File: src/rtl/dcache_controller_pkg.sv
// Shared types and constants for the dcache controller: FSM state encoding,
// CPU address field positions and the SRAM tag bit layout.
package dcache_controller_pkg;

  localparam int IDX_W  = 4;
  localparam int TAG_W  = 23;
  localparam int LINE_W = 256;
  localparam int OFS_W  = 5;

  localparam int WORD_W = 32;
  localparam int WORDS  = LINE_W / WORD_W;
  localparam int WSEL_W = 3;
  localparam int STAG_W = TAG_W + 2;

  // CPU byte address fields: tag=[31:9], index=[8:5], word=[4:2]
  localparam int TAG_MSB  = 31;
  localparam int TAG_LSB  = 9;
  localparam int IDX_LSB  = 5;
  localparam int WORD_LSB = 2;

  // SRAM tag word layout {valid, dirty, tag}
  localparam int VALID_BIT = 24;
  localparam int DIRTY_BIT = 23;

  typedef enum logic [2:0] {
    ST_IDLE        = 3'd0,
    ST_MISS        = 3'd1,
    ST_WRITE_BACK  = 3'd2,
    ST_MEM_READ    = 3'd3,
    ST_READMISS_OK = 3'd4
  } state_t;

endpackage

File: src/rtl/dcache_controller_if.sv
// Bundle of the CPU, SRAM and data-memory signals around the controller.
// The master modport is the controller; the slave modport is everything
// around it (CPU MEM stage, SRAM, data memory).
interface dcache_controller_if;
  import dcache_controller_pkg::*;

  // CPU MEM stage
  logic [31:0]       cpu_addr_i;
  logic [31:0]       cpu_data_i;
  logic              cpu_MemRead_i;
  logic              cpu_MemWrite_i;
  logic [31:0]       cpu_data_o;
  logic              cpu_stall_o;

  // dcache SRAM
  logic [IDX_W-1:0]  sram_addr_o;
  logic [STAG_W-1:0] sram_tag_o;
  logic [LINE_W-1:0] sram_data_o;
  logic              sram_enable_o;
  logic              sram_write_o;
  logic [STAG_W-1:0] sram_tag_i;
  logic [LINE_W-1:0] sram_data_i;
  logic              sram_hit_i;

  // data memory
  logic [31:0]       mem_addr_o;
  logic [LINE_W-1:0] mem_data_o;
  logic              mem_enable_o;
  logic              mem_write_o;
  logic [LINE_W-1:0] mem_data_i;
  logic              mem_ack_i;

  modport master (
    input  cpu_addr_i, cpu_data_i, cpu_MemRead_i, cpu_MemWrite_i,
    output cpu_data_o, cpu_stall_o,
    output sram_addr_o, sram_tag_o, sram_data_o, sram_enable_o, sram_write_o,
    input  sram_tag_i, sram_data_i, sram_hit_i,
    output mem_addr_o, mem_data_o, mem_enable_o, mem_write_o,
    input  mem_data_i, mem_ack_i
  );

  modport slave (
    output cpu_addr_i, cpu_data_i, cpu_MemRead_i, cpu_MemWrite_i,
    input  cpu_data_o, cpu_stall_o,
    input  sram_addr_o, sram_tag_o, sram_data_o, sram_enable_o, sram_write_o,
    output sram_tag_i, sram_data_i, sram_hit_i,
    input  mem_addr_o, mem_data_o, mem_enable_o, mem_write_o,
    output mem_data_i, mem_ack_i
  );

endinterface

File: src/rtl/dcache_word_merge.sv
// Combinational 32-bit word access into a 256-bit line: extracts the
// selected word (load path) and builds the line with that word replaced
// (store path).
module dcache_word_merge
  import dcache_controller_pkg::*;
(
  input  logic [LINE_W-1:0] i_line,
  input  logic [WSEL_W-1:0] i_word_sel,
  input  logic [WORD_W-1:0] i_word,
  output logic [WORD_W-1:0] o_word,
  output logic [LINE_W-1:0] o_line
);

  genvar gi;
  generate
    for (gi = 0; gi < WORDS; gi++) begin : g_slot
      assign o_line[gi*WORD_W +: WORD_W] =
        (i_word_sel == WSEL_W'(gi)) ? i_word : i_line[gi*WORD_W +: WORD_W];
    end
  endgenerate

  assign o_word = i_line[{i_word_sel, 5'd0} +: WORD_W];

endmodule

File: src/rtl/dcache_controller.sv
// Data cache controller: serves load/store hits combinationally from the
// 2-way SRAM, and on a miss writes back a dirty victim, refills the line
// from data memory and stalls the CPU until the access hits.
module dcache_controller
  import dcache_controller_pkg::*;
(
  input  logic               clk_i,
  input  logic               rst_i,
  dcache_controller_if.master bus
);

  state_t            r_state;
  state_t            w_state_next;
  logic              r_mem_enable;
  logic              r_mem_write;
  logic [31:0]       r_mem_addr;
  logic [LINE_W-1:0] r_mem_data;
  logic              w_mem_enable_next;
  logic              w_mem_write_next;
  logic [31:0]       w_mem_addr_next;
  logic [LINE_W-1:0] w_mem_data_next;

  logic              w_req;
  logic              w_is_store;
  logic [TAG_W-1:0]  w_cpu_tag;
  logic [IDX_W-1:0]  w_index;
  logic [WSEL_W-1:0] w_word_sel;
  logic              w_victim_dirty;
  logic [31:0]       w_victim_addr;
  logic [31:0]       w_refill_addr;
  logic [WORD_W-1:0] w_load_word;
  logic [LINE_W-1:0] w_store_line;
  logic              w_in_miss;
  logic              w_unused_ofs;

  assign w_req        = bus.cpu_MemRead_i | bus.cpu_MemWrite_i;
  assign w_is_store   = bus.cpu_MemWrite_i;
  assign w_cpu_tag    = bus.cpu_addr_i[TAG_MSB:TAG_LSB];
  assign w_index      = bus.cpu_addr_i[IDX_LSB +: IDX_W];
  assign w_word_sel   = bus.cpu_addr_i[WORD_LSB +: WSEL_W];
  assign w_unused_ofs = ^bus.cpu_addr_i[1:0];

  // The SRAM presents the LRU victim on a miss, so its tag says whether the
  // line must be written back before the refill.
  assign w_victim_dirty = bus.sram_tag_i[VALID_BIT] & bus.sram_tag_i[DIRTY_BIT];
  assign w_victim_addr  = {bus.sram_tag_i[TAG_W-1:0], w_index, {OFS_W{1'b0}}};
  assign w_refill_addr  = {w_cpu_tag, w_index, {OFS_W{1'b0}}};

  assign bus.sram_addr_o   = w_index;
  assign bus.sram_enable_o = w_req & ~rst_i;

  dcache_word_merge u_word_merge (
    .i_line     (bus.sram_data_i),
    .i_word_sel (w_word_sel),
    .i_word     (bus.cpu_data_i),
    .o_word     (w_load_word),
    .o_line     (w_store_line)
  );

  // The memory request starts in the MISS cycle itself, so the values being
  // loaded into the request registers are shown directly during MISS.
  assign w_in_miss        = (r_state == ST_MISS) & ~rst_i;
  assign bus.mem_enable_o = w_in_miss ? w_mem_enable_next : r_mem_enable;
  assign bus.mem_write_o  = w_in_miss ? w_mem_write_next  : r_mem_write;
  assign bus.mem_addr_o   = w_in_miss ? w_mem_addr_next   : r_mem_addr;
  assign bus.mem_data_o   = w_in_miss ? w_mem_data_next   : r_mem_data;

  // Next-state, memory-request and CPU/SRAM output decode
  always_comb begin
    w_state_next      = r_state;
    w_mem_enable_next = r_mem_enable;
    w_mem_write_next  = r_mem_write;
    w_mem_addr_next   = r_mem_addr;
    w_mem_data_next   = r_mem_data;
    bus.cpu_data_o    = '0;
    bus.cpu_stall_o   = 1'b0;
    bus.sram_write_o  = 1'b0;
    bus.sram_data_o   = '0;
    bus.sram_tag_o    = '0;

    case (r_state)
      ST_IDLE: begin
        bus.cpu_stall_o = w_req & ~bus.sram_hit_i;
        if (w_req && bus.sram_hit_i) begin
          if (w_is_store) begin
            bus.sram_write_o = 1'b1;
            bus.sram_data_o  = w_store_line;
            bus.sram_tag_o   = {1'b1, 1'b1, w_cpu_tag};
          end else begin
            bus.cpu_data_o = w_load_word;
          end
        end else if (w_req) begin
          w_state_next = ST_MISS;
        end
      end

      ST_MISS: begin
        bus.cpu_stall_o   = 1'b1;
        w_mem_enable_next = 1'b1;
        if (w_victim_dirty) begin
          w_mem_addr_next  = w_victim_addr;
          w_mem_data_next  = bus.sram_data_i;
          w_mem_write_next = 1'b1;
          w_state_next     = ST_WRITE_BACK;
        end else begin
          w_mem_addr_next  = w_refill_addr;
          w_mem_data_next  = '0;
          w_mem_write_next = 1'b0;
          w_state_next     = ST_MEM_READ;
        end
      end

      ST_WRITE_BACK: begin
        bus.cpu_stall_o = 1'b1;
        if (bus.mem_ack_i) begin
          w_mem_addr_next  = w_refill_addr;
          w_mem_data_next  = '0;
          w_mem_write_next = 1'b0;
          w_state_next     = ST_MEM_READ;
        end
      end

      ST_MEM_READ: begin
        bus.cpu_stall_o = 1'b1;
        if (bus.mem_ack_i) begin
          // Refilled line lands clean; a pending store merges on the next hit.
          bus.sram_write_o  = 1'b1;
          bus.sram_data_o   = bus.mem_data_i;
          bus.sram_tag_o    = {1'b1, 1'b0, w_cpu_tag};
          w_mem_enable_next = 1'b0;
          w_mem_write_next  = 1'b0;
          w_mem_addr_next   = '0;
          w_mem_data_next   = '0;
          w_state_next      = ST_READMISS_OK;
        end
      end

      ST_READMISS_OK: begin
        bus.cpu_stall_o = 1'b1;
        w_state_next    = ST_IDLE;
      end

      default: begin
        w_state_next = ST_IDLE;
      end
    endcase

    if (rst_i) begin
      w_state_next     = ST_IDLE;
      bus.cpu_data_o   = '0;
      bus.cpu_stall_o  = 1'b0;
      bus.sram_write_o = 1'b0;
      bus.sram_data_o  = '0;
      bus.sram_tag_o   = '0;
    end
  end

  // State and memory-request registers
  always_ff @(posedge clk_i) begin
    if (rst_i) begin
      r_state      <= ST_IDLE;
      r_mem_enable <= 1'b0;
      r_mem_write  <= 1'b0;
      r_mem_addr   <= '0;
      r_mem_data   <= '0;
    end else begin
      r_state      <= w_state_next;
      r_mem_enable <= w_mem_enable_next;
      r_mem_write  <= w_mem_write_next;
      r_mem_addr   <= w_mem_addr_next;
      r_mem_data   <= w_mem_data_next;
    end
  end

endmodule

File: src/flat_wrapper.sv
// flat-port wrapper written by rule: the top's interface ports become plain ports
module dcache_controller_flat import dcache_controller_pkg::*;
  (clk_i, rst_i, bus_cpu_addr_i, bus_cpu_data_i, bus_cpu_MemRead_i, bus_cpu_MemWrite_i, bus_cpu_data_o, bus_cpu_stall_o, bus_sram_addr_o, bus_sram_tag_o, bus_sram_data_o, bus_sram_enable_o, bus_sram_write_o, bus_sram_tag_i, bus_sram_data_i, bus_sram_hit_i, bus_mem_addr_o, bus_mem_data_o, bus_mem_enable_o, bus_mem_write_o, bus_mem_data_i, bus_mem_ack_i);
  dcache_controller_if bus_i ();
  input  logic clk_i;
  input  logic rst_i;
  input wire logic [$bits(bus_i.cpu_addr_i)-1:0] bus_cpu_addr_i;
  input wire logic [$bits(bus_i.cpu_data_i)-1:0] bus_cpu_data_i;
  input wire logic [$bits(bus_i.cpu_MemRead_i)-1:0] bus_cpu_MemRead_i;
  input wire logic [$bits(bus_i.cpu_MemWrite_i)-1:0] bus_cpu_MemWrite_i;
  output wire logic [$bits(bus_i.cpu_data_o)-1:0] bus_cpu_data_o;
  output wire logic [$bits(bus_i.cpu_stall_o)-1:0] bus_cpu_stall_o;
  output wire logic [$bits(bus_i.sram_addr_o)-1:0] bus_sram_addr_o;
  output wire logic [$bits(bus_i.sram_tag_o)-1:0] bus_sram_tag_o;
  output wire logic [$bits(bus_i.sram_data_o)-1:0] bus_sram_data_o;
  output wire logic [$bits(bus_i.sram_enable_o)-1:0] bus_sram_enable_o;
  output wire logic [$bits(bus_i.sram_write_o)-1:0] bus_sram_write_o;
  input wire logic [$bits(bus_i.sram_tag_i)-1:0] bus_sram_tag_i;
  input wire logic [$bits(bus_i.sram_data_i)-1:0] bus_sram_data_i;
  input wire logic [$bits(bus_i.sram_hit_i)-1:0] bus_sram_hit_i;
  output wire logic [$bits(bus_i.mem_addr_o)-1:0] bus_mem_addr_o;
  output wire logic [$bits(bus_i.mem_data_o)-1:0] bus_mem_data_o;
  output wire logic [$bits(bus_i.mem_enable_o)-1:0] bus_mem_enable_o;
  output wire logic [$bits(bus_i.mem_write_o)-1:0] bus_mem_write_o;
  input wire logic [$bits(bus_i.mem_data_i)-1:0] bus_mem_data_i;
  input wire logic [$bits(bus_i.mem_ack_i)-1:0] bus_mem_ack_i;
  assign bus_i.cpu_addr_i = bus_cpu_addr_i;
  assign bus_i.cpu_data_i = bus_cpu_data_i;
  assign bus_i.cpu_MemRead_i = bus_cpu_MemRead_i;
  assign bus_i.cpu_MemWrite_i = bus_cpu_MemWrite_i;
  assign bus_cpu_data_o = bus_i.cpu_data_o;
  assign bus_cpu_stall_o = bus_i.cpu_stall_o;
  assign bus_sram_addr_o = bus_i.sram_addr_o;
  assign bus_sram_tag_o = bus_i.sram_tag_o;
  assign bus_sram_data_o = bus_i.sram_data_o;
  assign bus_sram_enable_o = bus_i.sram_enable_o;
  assign bus_sram_write_o = bus_i.sram_write_o;
  assign bus_i.sram_tag_i = bus_sram_tag_i;
  assign bus_i.sram_data_i = bus_sram_data_i;
  assign bus_i.sram_hit_i = bus_sram_hit_i;
  assign bus_mem_addr_o = bus_i.mem_addr_o;
  assign bus_mem_data_o = bus_i.mem_data_o;
  assign bus_mem_enable_o = bus_i.mem_enable_o;
  assign bus_mem_write_o = bus_i.mem_write_o;
  assign bus_i.mem_data_i = bus_mem_data_i;
  assign bus_i.mem_ack_i = bus_mem_ack_i;
  dcache_controller u_core (.clk_i(clk_i), .rst_i(rst_i), .bus(bus_i));
endmodule
File: config.mk
export PLATFORM = sky130hd
export DESIGN_NAME = dcache_controller_flat
export DESIGN_NICKNAME = d
export VERILOG_FILES = /design/src/rtl/dcache_controller_pkg.sv /design/src/rtl/dcache_controller_if.sv /design/src/rtl/dcache_word_merge.sv /design/src/rtl/dcache_controller.sv /design/src/flat_wrapper.sv
export SDC_FILE = /design/constraint.sdc
export NUM_CORES = 1
export LEC_CHECK = 0
export ABC_AREA = 1
export CAP_MARGIN = 20
export CORE_AREA = 2 2 468 470
export DETAILED_ROUTE_END_ITERATION = 8
export DIE_AREA = 0 0 470 472
export PLACE_DENSITY = 0.3
export SLEW_MARGIN = 20
export SYNTH_ARGS = -nofsm -noshare
export SYNTH_HDL_FRONTEND = slang
export SYNTH_SLANG_ARGS = --single-unit
File: constraint.sdc
create_clock -name clk_i -period 3.85 [get_ports clk_i]
set_clock_uncertainty 0.05 [all_clocks]
set_input_delay 0.77 -clock clk_i [delete_from_list [all_inputs] [get_ports clk_i]]
set_output_delay 0.77 -clock clk_i [all_outputs]
set_load 0.005 [all_outputs]
* Word-level counts from Yosys, hierarchy flattened
Index checks and enable logic that the tools add are counted. Widths: inputs -> output; s select.
Word-level totals: output and inout port bits 610, memory bits (read-only) 0, input port bits 607, latch bits 0, RAM bits 0, memories 0, bits in registers 293
Operators by class: reduce and logical (&&, ||, !) cells 6, div/mod/pow operators 0, $add $sub $neg 0, multiply operators 0, magnitude comparators 0, shift operators 1, multiplexer cells 51, bitwise gates (word level) 7, equality and inequality tests 15
Operators by type and width (count):
- $mux 256 | 7
- $pmux 256 s2 | 2
- $mux 32 | 16
- $shiftx 256x9->32 | 1
- $mux 25 | 4
- $pmux 32 s3 | 1
- $pmux 25 s2 | 1
- $eq 3x3->1 const B | 5
- $eq 3x2->1 const B | 4
- $mux 3 | 4
- $pmux 3 s4 | 1
- $mux 1 | 11
- $pmux 1 s2 | 4
- $eq 3x1->1 const B | 2
- $logic_not 3->1 | 2
- $ne 2x2->1 const B | 3
- $and 1x1->1 | 4
- $reduce_and 4->1 | 1
- $reduce_or 4->1 | 1
- $ne 2x1->1 const B | 1
- $not 1->1 | 2
- $reduce_or 2->1 | 1
- $logic_and 1x1->1 | 1
- $or 1x1->1 | 1

* Depth between registers and ports, before layout
Gate-level depths: netlist of run 1.
word-level depth 6, mapped depth 9, mapped depth without buffers 8

* By module
Synthesis of run 1 repeated with hierarchy kept, for this count alone.
Second synthesis, totals: cell total of the unflattened synthesis 4411, area total of the unflattened synthesis 23430.0 sq um
By module, submodules not included:
- dcache_controller | cells each 3081, area each 17743.3 sq um, seq. area each 5865.6 sq um, times used 1
- dcache_word_merge | cells each 1330, area each 5686.7 sq um, seq. area each 0.0 sq um, times used 1

* Least setup slack after synthesis of run 1
Ideal clock, no wire load.
kind input port to output port, start input port bus_cpu_addr_i[2], end output port bus_sram_data_o[66], stages 9, data arrival time 1.889 ns, data required time 3.030 ns, path buffers 2, setup slack 1.141 ns, cells stage by stage buf_2 -> inv_1 -> nand2_1 -> inv_1 -> nand2_1 -> clkbuf_1 -> nand2_1 -> nand3_1 -> a21oi_1
Between the ends: cells in the longest elaborated chain, start to end 6
Ends and longest elaborated chain:
- from (decl) | line flat_wrapper.sv:7 | input wire logic [$bits(bus_i.cpu_addr_i)-1:0] bus_cpu_addr_i;
- $eq 3x2->1 | line dcache_word_merge.sv:18 | (i_word_sel == WSEL_W'(gi)) ? i_word : i_line[gi*WORD_W +: WORD_W];
- $mux 32 | line dcache_word_merge.sv:18
- $mux 256 | line dcache_controller.sv:85 | if (w_is_store) begin
- $mux 256 | line dcache_controller.sv:84 | if (w_req && bus.sram_hit_i) begin
- $pmux 256 s2 | line dcache_controller.sv:81 | case (r_state)
- $mux 256 | line dcache_controller.sv:148 | if (rst_i) begin
- to (decl) | line flat_wrapper.sv:15 | output wire logic [$bits(bus_i.sram_data_o)-1:0] bus_sram_data_o;
Every way passes these cells.

* Worst setup path in the final report of run 1
start input port bus_sram_data_i[194], end output port bus_cpu_data_o[2]
Between the ends: cells in the longest elaborated chain, start to end 5
Ends and longest elaborated chain:
- from (decl) | line flat_wrapper.sv:19 | input wire logic [$bits(bus_i.sram_data_i)-1:0] bus_sram_data_i;
- $shiftx 256x9->32 | line dcache_word_merge.sv:22 | assign o_word = i_line[{i_word_sel, 5'd0} +: WORD_W];
- $mux 32 | line dcache_controller.sv:85
- $mux 32 | line dcache_controller.sv:84
- $mux 32 | line dcache_controller.sv:81
- $mux 32 | line dcache_controller.sv:148
- to (decl) | line flat_wrapper.sv:11 | output wire logic [$bits(bus_i.cpu_data_o)-1:0] bus_cpu_data_o;
Every way passes these cells.

==> results by group, run 1 <==
STA
  • Worst Slack Setup Final: -0.0370 ns
  • Max Clk Rate: approximately 260 MHz
  • Min cycle time layout: 3.89 ns
  • Worst-margin pin slew: 0.892 ns
  • Final Hold Fails: 0
  • Slew HR: just over 40%
  • RSZ-0062 raised after global routing: yes
  • Setup total negative slack: -0.0370 ns
  • Final setup viols: 1
  • Final worst path period share: 101%
  • Final slew viol count: 0

Detailed routing
  • Via count: between 30000 and 40000
  • Via density: 4.06
  • DRT iter0 DRCs: around 2500
  • Final ANT Viol Nets: 0
  • Routed length per placed instance: between 30 and 40 µm
  • Drt total wl: roughly 280 mm
  • Length of the first detailed-routing pass in iterations: 6
  • DRC Markers: 0

Power and ir drop
  • Leakage: around 20 nW
  • Worst VDD drop: around 0.27 mV
  • Pwr dens: 300 nW/µm²

Logic synthesis
  • Mapped Area: 23000 µm²
  • Area leader, netlist: dfxtp_1
  • Post-Syn Nets: approximately 4900
  • Mapped Cells: 4267
  • Main synth FF type: dfxtp_1
  • Most instantiated cells after synthesis: nand2_1 (1036), inv_1 (668), o21ai_0 (606)
  • Avg Inst Size Synth: 5.39 µm²
  • Synth top area cells: dfxtp_1 (26%), nand2_1 (17%), o21ai_0 (13%)
  • FF+latch count, synth: 293
  • Sequential element share of the synthesized area: 25.5%
  • Asr flop ratio synth: 0%
  • Count leader, synth: nand2_1
  • Synthesis Warnings: 0
  • Share of the synthesized area in the top cell type: about 26%
  • Post-synth EDFFs: 0
  • Cell variety after synth: 25

Critical path
  • CP arrival: between 3 and 4 ns
  • Element type at the critical path end: output port
  • Crit Path Max Fanout: 2
  • FF-to-FF setup slack: 1.53 ns
  • Worst EP required: 3.03 ns
  • Critical Path Source Type: primary input
  • Crit Path Class: primary input to output port

Clock tree
  • Max Root-Sink Buffers: 3
  • Worst-skew pair later-pin latency: approximately 0.64 ns
  • Clk slew on worst S/H paths: around 0.05 ns
  • Count of H-tree levels built during CTS: 2
  • # clock sinks: 293
  • CTS Root Cell: clkbuf_16
  • Hold buffer count at CTS: 0
  • CTS Buf Count: 45
  • TritonCTS clock tree: yes

Floorplanning
  • Rows: 171
  • Chip Height: around 470 µm
  • Die width: 470 µm
  • Core area: 217000 µm²
  • Initial Util: 10.6%
  • I/O Pins: 1217
  • DIE AREA: 222000 µm²

Cells and area
  • Fillers: between 20000 and 25000
  • Fin nets: 6288
  • Post-route cell area: 44700 µm²
  • Share of cells above drive strength 1: between 10% and 20%
  • Multi-input combinational cell area: between 10000 and 15000 µm²
  • Register area: between 5000 and 6000 µm²
  • Synth-to-layout area growth: 94.6%

Placed design
  • Port buffer count: 1214
  • Final GP Congestion: 0.875
  • DP Worst Slack: -0.799 ns
  • Placed Area: 42200 µm²
  • DPL Wire Length: 232 mm

GRT
  • GRT Util Overall: 23.7%
  • Vias in the first global route: approximately 35000
  • First-pass GRT wire length: 350 mm
  • Largest net degree at the start of global routing: 101
  • Grt ovf: 0
  • Initial antenna violation count: 108

Hold path
  • HP Class: register to register

Outcome
  • Failing checks: negative setup slack
  • Status: finished with violations

Run
  • Max-capacitance violation count: 0
## layout make-up
class	instances	area share (%)
timing repair buffer	1693	39.3
multi-input combinational	2969	30.4
sequential	293	13.1
tap	2854	7.98
inverter	679	5.82
clock buffer	69	3.08
antenna	32	0.179
clock inverter	10	0.151
## logic make-up after synthesis
| kind of cell | count (synthesis) | share of synthesized area, % |
|---|---|---|
| AO/OA/AOI/OAI | 884 | 19.3 |
| buffers and inverters | 1005 | 17.1 |
| AND/OR/NAND/NOR | 2085 | 38.0 |
| flip-flops | 293 | 25.5 |
## per-layer routing
metal	vias up	wire (µm)	track usage, %
li1	16300	-	-
met1	16700	116000	28.9
met2	1514	131000	40.2
met3	314	22000	7.18
met4	52	8030	6.46
met5	-	340	0
## worst max-delay path, stage by stage
cell and delay [ns]:
clkdlybuf4s50_1 0.58, inv_1 0.20, o21ai_0 0.13, buf_4 0.17, nor3_1 0.45, nor2_1 0.15, clkdlybuf4s50_1 0.61
## registers in the layout, summed over array words and instances, names as in the netlist
signal	count
u_core.r_mem_data	256
u_core.r_mem_write	1
u_core.r_state	3
u_core.r_mem_addr	32
u_core.r_mem_enable	1
## cell usage in the layout, fill, tap and decap left out, types with 3 or more instances in the layout
| master | netlist | routed |
|---|---|---|
| clkbuf_16 | 0 | 52 |
| clkinvlp_4 | 0 | 4 |
| a21oi_2 | 0 | 14 |
| dlymetal6s2s_1 | 0 | 90 |
| nor3_2 | 0 | 3 |
| buf_16 | 0 | 4 |
| nand2_2 | 0 | 7 |
| buf_6 | 0 | 15 |
| inv_1 | 668 | 662 |
| nor2_1 | 389 | 375 |
| o22ai_1 | 7 | 7 |
| a21oi_1 | 206 | 190 |
| nand3_2 | 0 | 19 |
| clkdlybuf4s50_1 | 0 | 964 |
| dlygate4sd2_1 | 0 | 15 |
| inv_6 | 0 | 3 |
| o21ai_2 | 1 | 6 |
| clkbuf_1 | 197 | 10 |
| nand4_1 | 31 | 31 |
| o21ai_0 | 606 | 586 |
| dfxtp_1 | 293 | 290 |
| o21ai_1 | 61 | 72 |
| nand3_1 | 568 | 547 |
| nor3_1 | 32 | 29 |
| buf_4 | 5 | 459 |
| o21ai_4 | 0 | 4 |
| clkbuf_8 | 0 | 12 |
| nand2_1 | 1036 | 1027 |
| buf_12 | 0 | 138 |
| nor2_4 | 2 | 13 |
| nor2_2 | 3 | 6 |
| diode_2 | 0 | 32 |
| and2_1 | 23 | 23 |
| inv_2 | 9 | 8 |
| clkinv_2 | 0 | 5 |
## metrics by stage
step / utilization [%] / hold WS, ns / total power, mW / cells
floorplan: - / 0.366 / 5.12 / 4267
global placement: 19.5 / 0.380 / 9.14 / 8468
detailed placement: 19.5 / 0.383 / 9.12 / 8468
CTS: 20.4 / 0.392 / 13.6 / 8556
global route: 20.6 / 0.413 / 14.1 / 8580
finish: 20.7 / 0.388 / 13.4 / 8599
## final timing paths
kind                                            from               endpoint  cells after the start
worst max-delay path            bus_sram_data_i[194]      bus_cpu_data_o[2]                      7
worst min-delay path            u_core.r_mem_addr[0]   u_core.r_mem_addr[0]                      2
worst max register to register     u_core.r_state[0]  u_core.r_mem_data[98]                      6
worst min register to register  u_core.r_mem_addr[0]   u_core.r_mem_addr[0]                      2
## report_power, final
part / internal, mW / leakage (nW) / switching (mW)
Combinational: 2.38 / 16.7 / 3.47
Clock: 2.45 / 0.715 / 1.83
Sequential: 3.21 / 2.37 / 0.0783
Total: 8.04 / 19.8 / 5.38
## timing repair
| action | CTS | global route |
|---|---|---|
| pin swaps | 2 | 3 |
| setup buffers | 8 | 6 |
| endpoints found under the setup margin | 255 | 172 |
| gates cloned | 1 | 5 |
| hold endpoints to repair | 0 | 0 |
| resized for setup | 100 | 129 |
Power figures use the tool's default switching activity.
==> run 2, diff against run 1 <==
- CORE_AREA: 2 2 468 470 -> 2 2 471 473
- DIE_AREA: 0 0 470 472 -> 0 0 473 475
- clock period: 3.85 -> 4 ns (I/O delays scaled with it)
==> run 2 against run 1 <==
Critical path type unchanged. Combinational power fell by 4.6%. Routed wire length increased by 0.88%. Critical path depth up 5. Sequential power shrank 4%. Critical endpoint is now bus_cpu_data_o[13]. The run now ends clean. Clock-buffer cell count decreased by 4. Final area is 1.6% lower. Global-route usage about the same. Final cell count fell by 0.14%. Non-clock buffer count fell by 29. Total power fell by 3.9%.
==> results by group, run 2 (synthesis results as in run 1) <==
Critical path
  • Critical R2R Launch: u_core.r_state[2]
  • Crit Path Class: primary input to output port
  • Worst EP required: 3.15 ns
  • FF-to-FF setup slack: approximately 1.6 ns
  • Critical path's largest stage delay: about 0.52 ns
  • End of the critical path: bus_cpu_data_o[13]
  • Cells along the critical path: clkdlybuf4s15_2 -> buf_4 -> nand2_2 -> inv_2 -> buf_12 -> buf_4 -> buf_4 -> nand2_1 -> o21ai_0 -> nor3_1 -> nor2_1 -> clkdlybuf4s50_1
  • Crit Path Max Fanout: 11
  • Worst reg2reg path depth: 8
  • Critical Path Source Type: primary input
  • CP most frequent cell: buf_4
  • Element type at the critical path end: output port
  • Worst r2r dst: u_core.r_mem_data[177]
  • Crit path launch: bus_cpu_addr_i[2]
  • CP arrival: 3.12 ns
  • Slowest CP cell: clkdlybuf4s50_1

Placed design
  • Final GP Congestion: 0.867
  • DPL Wire Length: 235 mm
  • Port buffer count: 1214

STA
  • Setup total negative slack: 0 ns
  • Slew HR: a little under a third
  • Max Clk Rate: 252 MHz
  • Min cycle time layout: slightly below 4 ns
  • Final Hold Fails: 0
  • RSZ-0062 raised after global routing: yes
  • Final worst path period share: a little under 100%
  • Final slew viol count: 0
  • Final setup viols: 0
  • Worst-margin pin slew: 1.03 ns

Power and ir drop
  • Total power draw: 12.9 mW
  • Worst VDD drop: 0.266 mV
  • Leakage: 18.0 nW
  • Pwr dens: approximately 300 nW/µm²

Clock tree
  • Max Root-Sink Buffers: 3
  • Count of H-tree levels built during CTS: 2
  • TritonCTS clock tree: yes
  • Hold buffer count at CTS: 0
  • Clk slew on worst S/H paths: 0.06 ns
  • CTS Root Cell: clkbuf_16
  • Worst-skew pair later-pin latency: 0.67 ns
  • CTS Buf Count: 45
  • # clock sinks: 293

Outcome
  • Status: complete, no violations

Cells and area
  • Fillers: 25200
  • Share of cells above drive strength 1: about an eighth
  • Max reg flops: ~260
  • Top flop regs: u_core.r_mem_data (256), u_core.r_mem_addr (32), u_core.r_state (3)
  • Most common cell after layout, fill and taps aside: clkdlybuf4s50_1
  • Top register by number of flip-flops: u_core.r_mem_data
  • Synth-to-layout area growth: 91.6%
  • Fin nets: roughly 6300
  • Most frequent cells in the layout: clkdlybuf4s50_1 (1066), nand2_1 (1028), inv_1 (662)

Floorplanning
  • Die width: roughly 470 µm
  • Initial Util: 10.5%
  • Chip Height: 475 µm
  • Rows: between 150 and 200
  • Core area: between 200000 and 250000 µm²
  • DIE AREA: 225000 µm²
  • I/O Pins: 1217

GRT
  • Initial antenna violation count: between 100 and 150
  • Largest net degree at the start of global routing: 122
  • GRT Util Overall: 23.7%
  • Vias in the first global route: 34000
  • Grt ovf: 0
  • First-pass GRT wire length: 351 mm

Detailed routing
  • DRT iter0 DRCs: roughly 2900
  • Length of the first detailed-routing pass in iterations: 5
  • DRC Markers: 0
  • Drt total wl: 279 mm
  • Via count: 34900
  • Via density: between 4 and 5
  • Final ANT Viol Nets: 0
  • Routed length per placed instance: 32.5 µm

Hold path
  • HP Class: register to register

Run
  • Max-capacitance violation count: 0
[run 2: changes by cell type in the layout (fill, tap and decap cells not counted), sizes merged]
cell	change
dlymetal6s2s	-84
clkdlybuf4s50	+102
inv	-2
dlygate4sd2	-12
diode	-2
clkbuf	-7
clkdlybuf4s15	+1
clkinv	+7
bufbuf	-1
bufinv	+1
buf	-32
[run 2: cell type report]
| type | instances | area [µm²] | area share (%) |
|---|---|---|---|
| Antenna cell | 30 | 75.1 | 0.170 |
| Clock buffer | 65 | 1320 | 3.00 |
| Clock inverter | 16 | 136 | 0.310 |
| Inverter | 679 | 2620 | 5.94 |
| Multi-Input combinational cell | 2969 | 13500 | 30.6 |
| Sequential cell | 293 | 5870 | 13.3 |
| Tap cell | 2871 | 3590 | 8.16 |
| Timing Repair Buffer | 1664 | 17000 | 38.5 |
[run 2: critical path, delay by kind of cell]
kind            cells  cell delay [ns]
buf+inv             7             1.44
simple gates        4             0.54
compound gates      1             0.32
[run 2: repair_timing]
action | 4_1_cts | 5_1_grt
buffers inserted | 3 | 4
gates cloned | 0 | 2
gates resized for setup | 60 | 26
pin swaps | 3 | 4
setup endpoints to repair | 210 | 63
[run 2: how the worst min path moves through the flow]
stage | from | to | slack [ns] | cells after the start
global route | u_core.r_mem_addr[4] | u_core.r_mem_addr[4] | 0.40 | 2
CTS | u_core.r_mem_addr[4] | u_core.r_mem_addr[4] | 0.39 | 2
floorplan | u_core.r_mem_addr[0] | u_core.r_mem_addr[0] | 0.37 | 2
finish | u_core.r_mem_addr[3] | u_core.r_mem_addr[3] | 0.39 | 2
global placement | u_core.r_mem_addr[1] | u_core.r_mem_addr[1] | 0.38 | 2
detailed placement | u_core.r_mem_addr[4] | u_core.r_mem_addr[4] | 0.38 | 2
[run 2: power breakdown]
group / switching [mW] / internal, mW / leakage (nW) / total, mW
logic: 3.35 / 2.23 / 14.9 / 5.58
clock network: 1.79 / 2.36 / 0.724 / 4.15
registers: 0.0753 / 3.09 / 2.37 / 3.16
total: 5.21 / 7.68 / 18.0 / 12.9
[run 2: metal layers]
metal	vias to the layer above	global-route usage, %	wire length [µm]
met3	272	7.21	22300
met1	16800	29.0	117000
met4	52	5.32	6380
li1	16300	-	-
met5	-	0	352
met2	1524	40.6	134000
[run 2: stage by stage]
step	hold slack, ns	util, %	setup WS, ns	area, µm²	std cells
final	0.390	20.1	0.0293	44000	8587
after global routing	0.402	20.1	-0.0190	44000	8566
after CTS	0.386	20.0	0.00737	43800	8551
after detailed placement	0.377	19.2	-0.690	42100	8467
after global placement	0.377	19.2	-0.733	42100	8467
after floorplan	0.366	-	1.23	23000	4267
==> run 3, diff against run 2 <==
- CELL_PAD_IN_SITES_DETAIL_PLACEMENT: default -> 1
- CELL_PAD_IN_SITES_GLOBAL_PLACEMENT: default -> 1
- CORE_AREA: 2 2 471 473 -> 2 2 472 474
- DIE_AREA: 0 0 473 475 -> 0 0 474 476
- PLACE_DENSITY: 0.3 -> 0.38
- SLEW_MARGIN: 20 -> default
- clock period: 4 -> 4.7 ns (I/O delays scaled with it)
==> run 3 against run 2 <==
Highest routed layer unchanged. Non-clock buffer count is 202 lower. Total power is 16% lower. Sequential share of layout area up 0.57 points. Combinational power fell by 19%. Utilization is 0.99 points lower.
==> results by group, run 3 (synthesis results as in run 1) <==
Critical path
  • CP arrival: 3.68 ns
  • Delay-heaviest family, CP: buffers and inverters
  • Critical path's largest stage delay: 0.95 ns
  • CP most frequent cell: buf_4
  • Cells along the critical path: clkdlybuf4s50_1 -> buf_4 -> nand2_2 -> buf_12 -> o21ai_0 -> nor3_2 -> nor2_1 -> buf_4
  • Critical Path Source Type: primary input
  • Buf/Inv on CP: 4
  • Slowest CP cell: o21ai_0
  • Worst EP required: 3.71 ns
  • Crit Path Max Fanout: 33
  • Crit Path Class: primary input to output port
  • Element type at the critical path end: output port

Floorplanning
  • I/O Pins: 1217
  • Initial Util: 10.4%
  • DIE AREA: 226000 µm²
  • Rows: 173
  • Core area: about 220000 µm²
  • Die width: 474 µm
  • Chip Height: 476 µm

Cells and area
  • Fillers: 27100
  • Fin nets: 6059
  • Most frequent cells in the layout: clkdlybuf4s50_1 (1094), nand2_1 (1029), inv_1 (666)
  • Post-route cell area: 42200 µm²
  • Max reg flops: 256
  • Top register by number of flip-flops: u_core.r_mem_data
  • Synth-to-layout area growth: 83.7%
  • Share of cells above drive strength 1: 8.84%
  • Post-Layout Cell Count: 8486
  • Top flop regs: u_core.r_mem_data (256), u_core.r_mem_addr (32), u_core.r_state (3)
  • Most common cell after layout, fill and taps aside: clkdlybuf4s50_1

Placed design
  • Placed Area: 40600 µm²
  • Final GP Congestion: between 0.8 and 0.9
  • Port buffer count: 1214
  • Post-Place Cells: about 8400
  • DP Worst Slack: -0.237 ns
  • DPL Wire Length: 227 mm

STA
  • Max Clk Rate: 214 MHz
  • Final setup viols: 0
  • Slew HR: about a fifth
  • RSZ-0062 raised after global routing: no
  • Final Hold Fails: 0
  • Setup total negative slack: 0 ns
  • Final slew viol count: 0
  • Worst-margin pin slew: 1.20 ns
  • Min cycle time layout: 4.67 ns
  • Worst Slack Setup Final: about 0.027 ns
  • Final worst path period share: around 99%

Detailed routing
  • DRC Markers: 0
  • Length of the first detailed-routing pass in iterations: 4
  • Routed length per placed instance: 32.4 µm
  • Via density: 4.03
  • Via count: 34200
  • Drt total wl: 275 mm
  • Final ANT Viol Nets: 0
  • DRT iter0 DRCs: 2207

Power and ir drop
  • Leakage: 16.8 nW
  • Total power draw: about 11 mW
  • Pwr dens: 256 nW/µm²
  • Worst VDD drop: 0.244 mV

Clock tree
  • Clk slew on worst S/H paths: ~0.050 ns
  • Hold buffer count at CTS: 0
  • CTS Buf Count: between 40 and 50
  • # Post-CTS Setup Buffers: 0
  • Max Root-Sink Buffers: 3
  • Worst-skew pair later-pin latency: 0.64 ns
  • # clock sinks: 293
  • TritonCTS clock tree: yes
  • Count of H-tree levels built during CTS: 2
  • CTS Root Cell: clkbuf_16

GRT
  • First-pass GRT wire length: about 350 mm
  • Initial antenna violation count: 92
  • Largest net degree at the start of global routing: 120
  • Grt ovf: 0
  • GRT Util Overall: 23.4%
  • Vias in the first global route: 34700

Hold path
  • HP Class: register to register

Run
  • Max-capacitance violation count: 0

Outcome
  • Status: complete, no violations
-- run 3: layer usage --
metal  wire length (µm)  up-vias  GRT usage, %
li1                   -    15900             -
met4               7330       72          5.78
met5                451        -             0
met1             114000    16700          28.5
met2             132000     1236          40.5
met3              20500      273          6.48
-- run 3: power by group --
group          total, mW  switching [mW]  internal (mW)
clock network       3.61            1.52           2.09
registers           2.69          0.0625           2.63
logic               4.52            2.78           1.74
-- run 3: worst paths after layout --
check | from | endpoint | slack, ns | cells past startpoint
min | u_core.r_mem_addr[0] | u_core.r_mem_addr[0] | 0.38 | 2
max reg2reg | u_core.r_state[0] | u_core.r_mem_data[140] | 2.09 | 6
min reg2reg | u_core.r_mem_addr[0] | u_core.r_mem_addr[0] | 0.38 | 2
max | bus_cpu_addr_i[3] | bus_cpu_data_o[30] | 0.03 | 8
-- run 3: stage by stage --
step | util, % | hold slack (ns)
2_1_floorplan | - | 0.366
3_3_place_gp | 18.4 | 0.378
3_5_place_dp | 18.4 | 0.381
4_1_cts | 19.1 | 0.389
5_1_grt | 19.1 | 0.418
6_report | 19.1 | 0.385
-- run 3: final cells by class --
type / count / area, µm² / share of cell area, %
inverters: 679 / 2580 / 6.11
clock buffers: 70 / 1350 / 3.21
well taps: 2975 / 3720 / 8.82
repair buffers: 1462 / 15200 / 35.9
multi-input cells: 2969 / 13400 / 31.6
flip-flops and latches: 293 / 5870 / 13.9
clock inverters: 12 / 129 / 0.305
diodes: 26 / 65.1 / 0.154
-- run 3: timing repair --
item / 4_1_cts / 5_1_grt
gates cloned: 0 / 0
hold endpoints to repair: 0 / 0
pin swaps: 0 / 0
setup endpoints to repair: 20 / 13
resized for setup: 17 / 9
-- run 3: worst min-delay path, delay by kind of cell, from the launching register on --
kind / cells / cell delay (ns)
and+or+nand+nor: 1 / 0.04
buffers and inverters: 1 / 0.06
DFF: 1 / 0.29
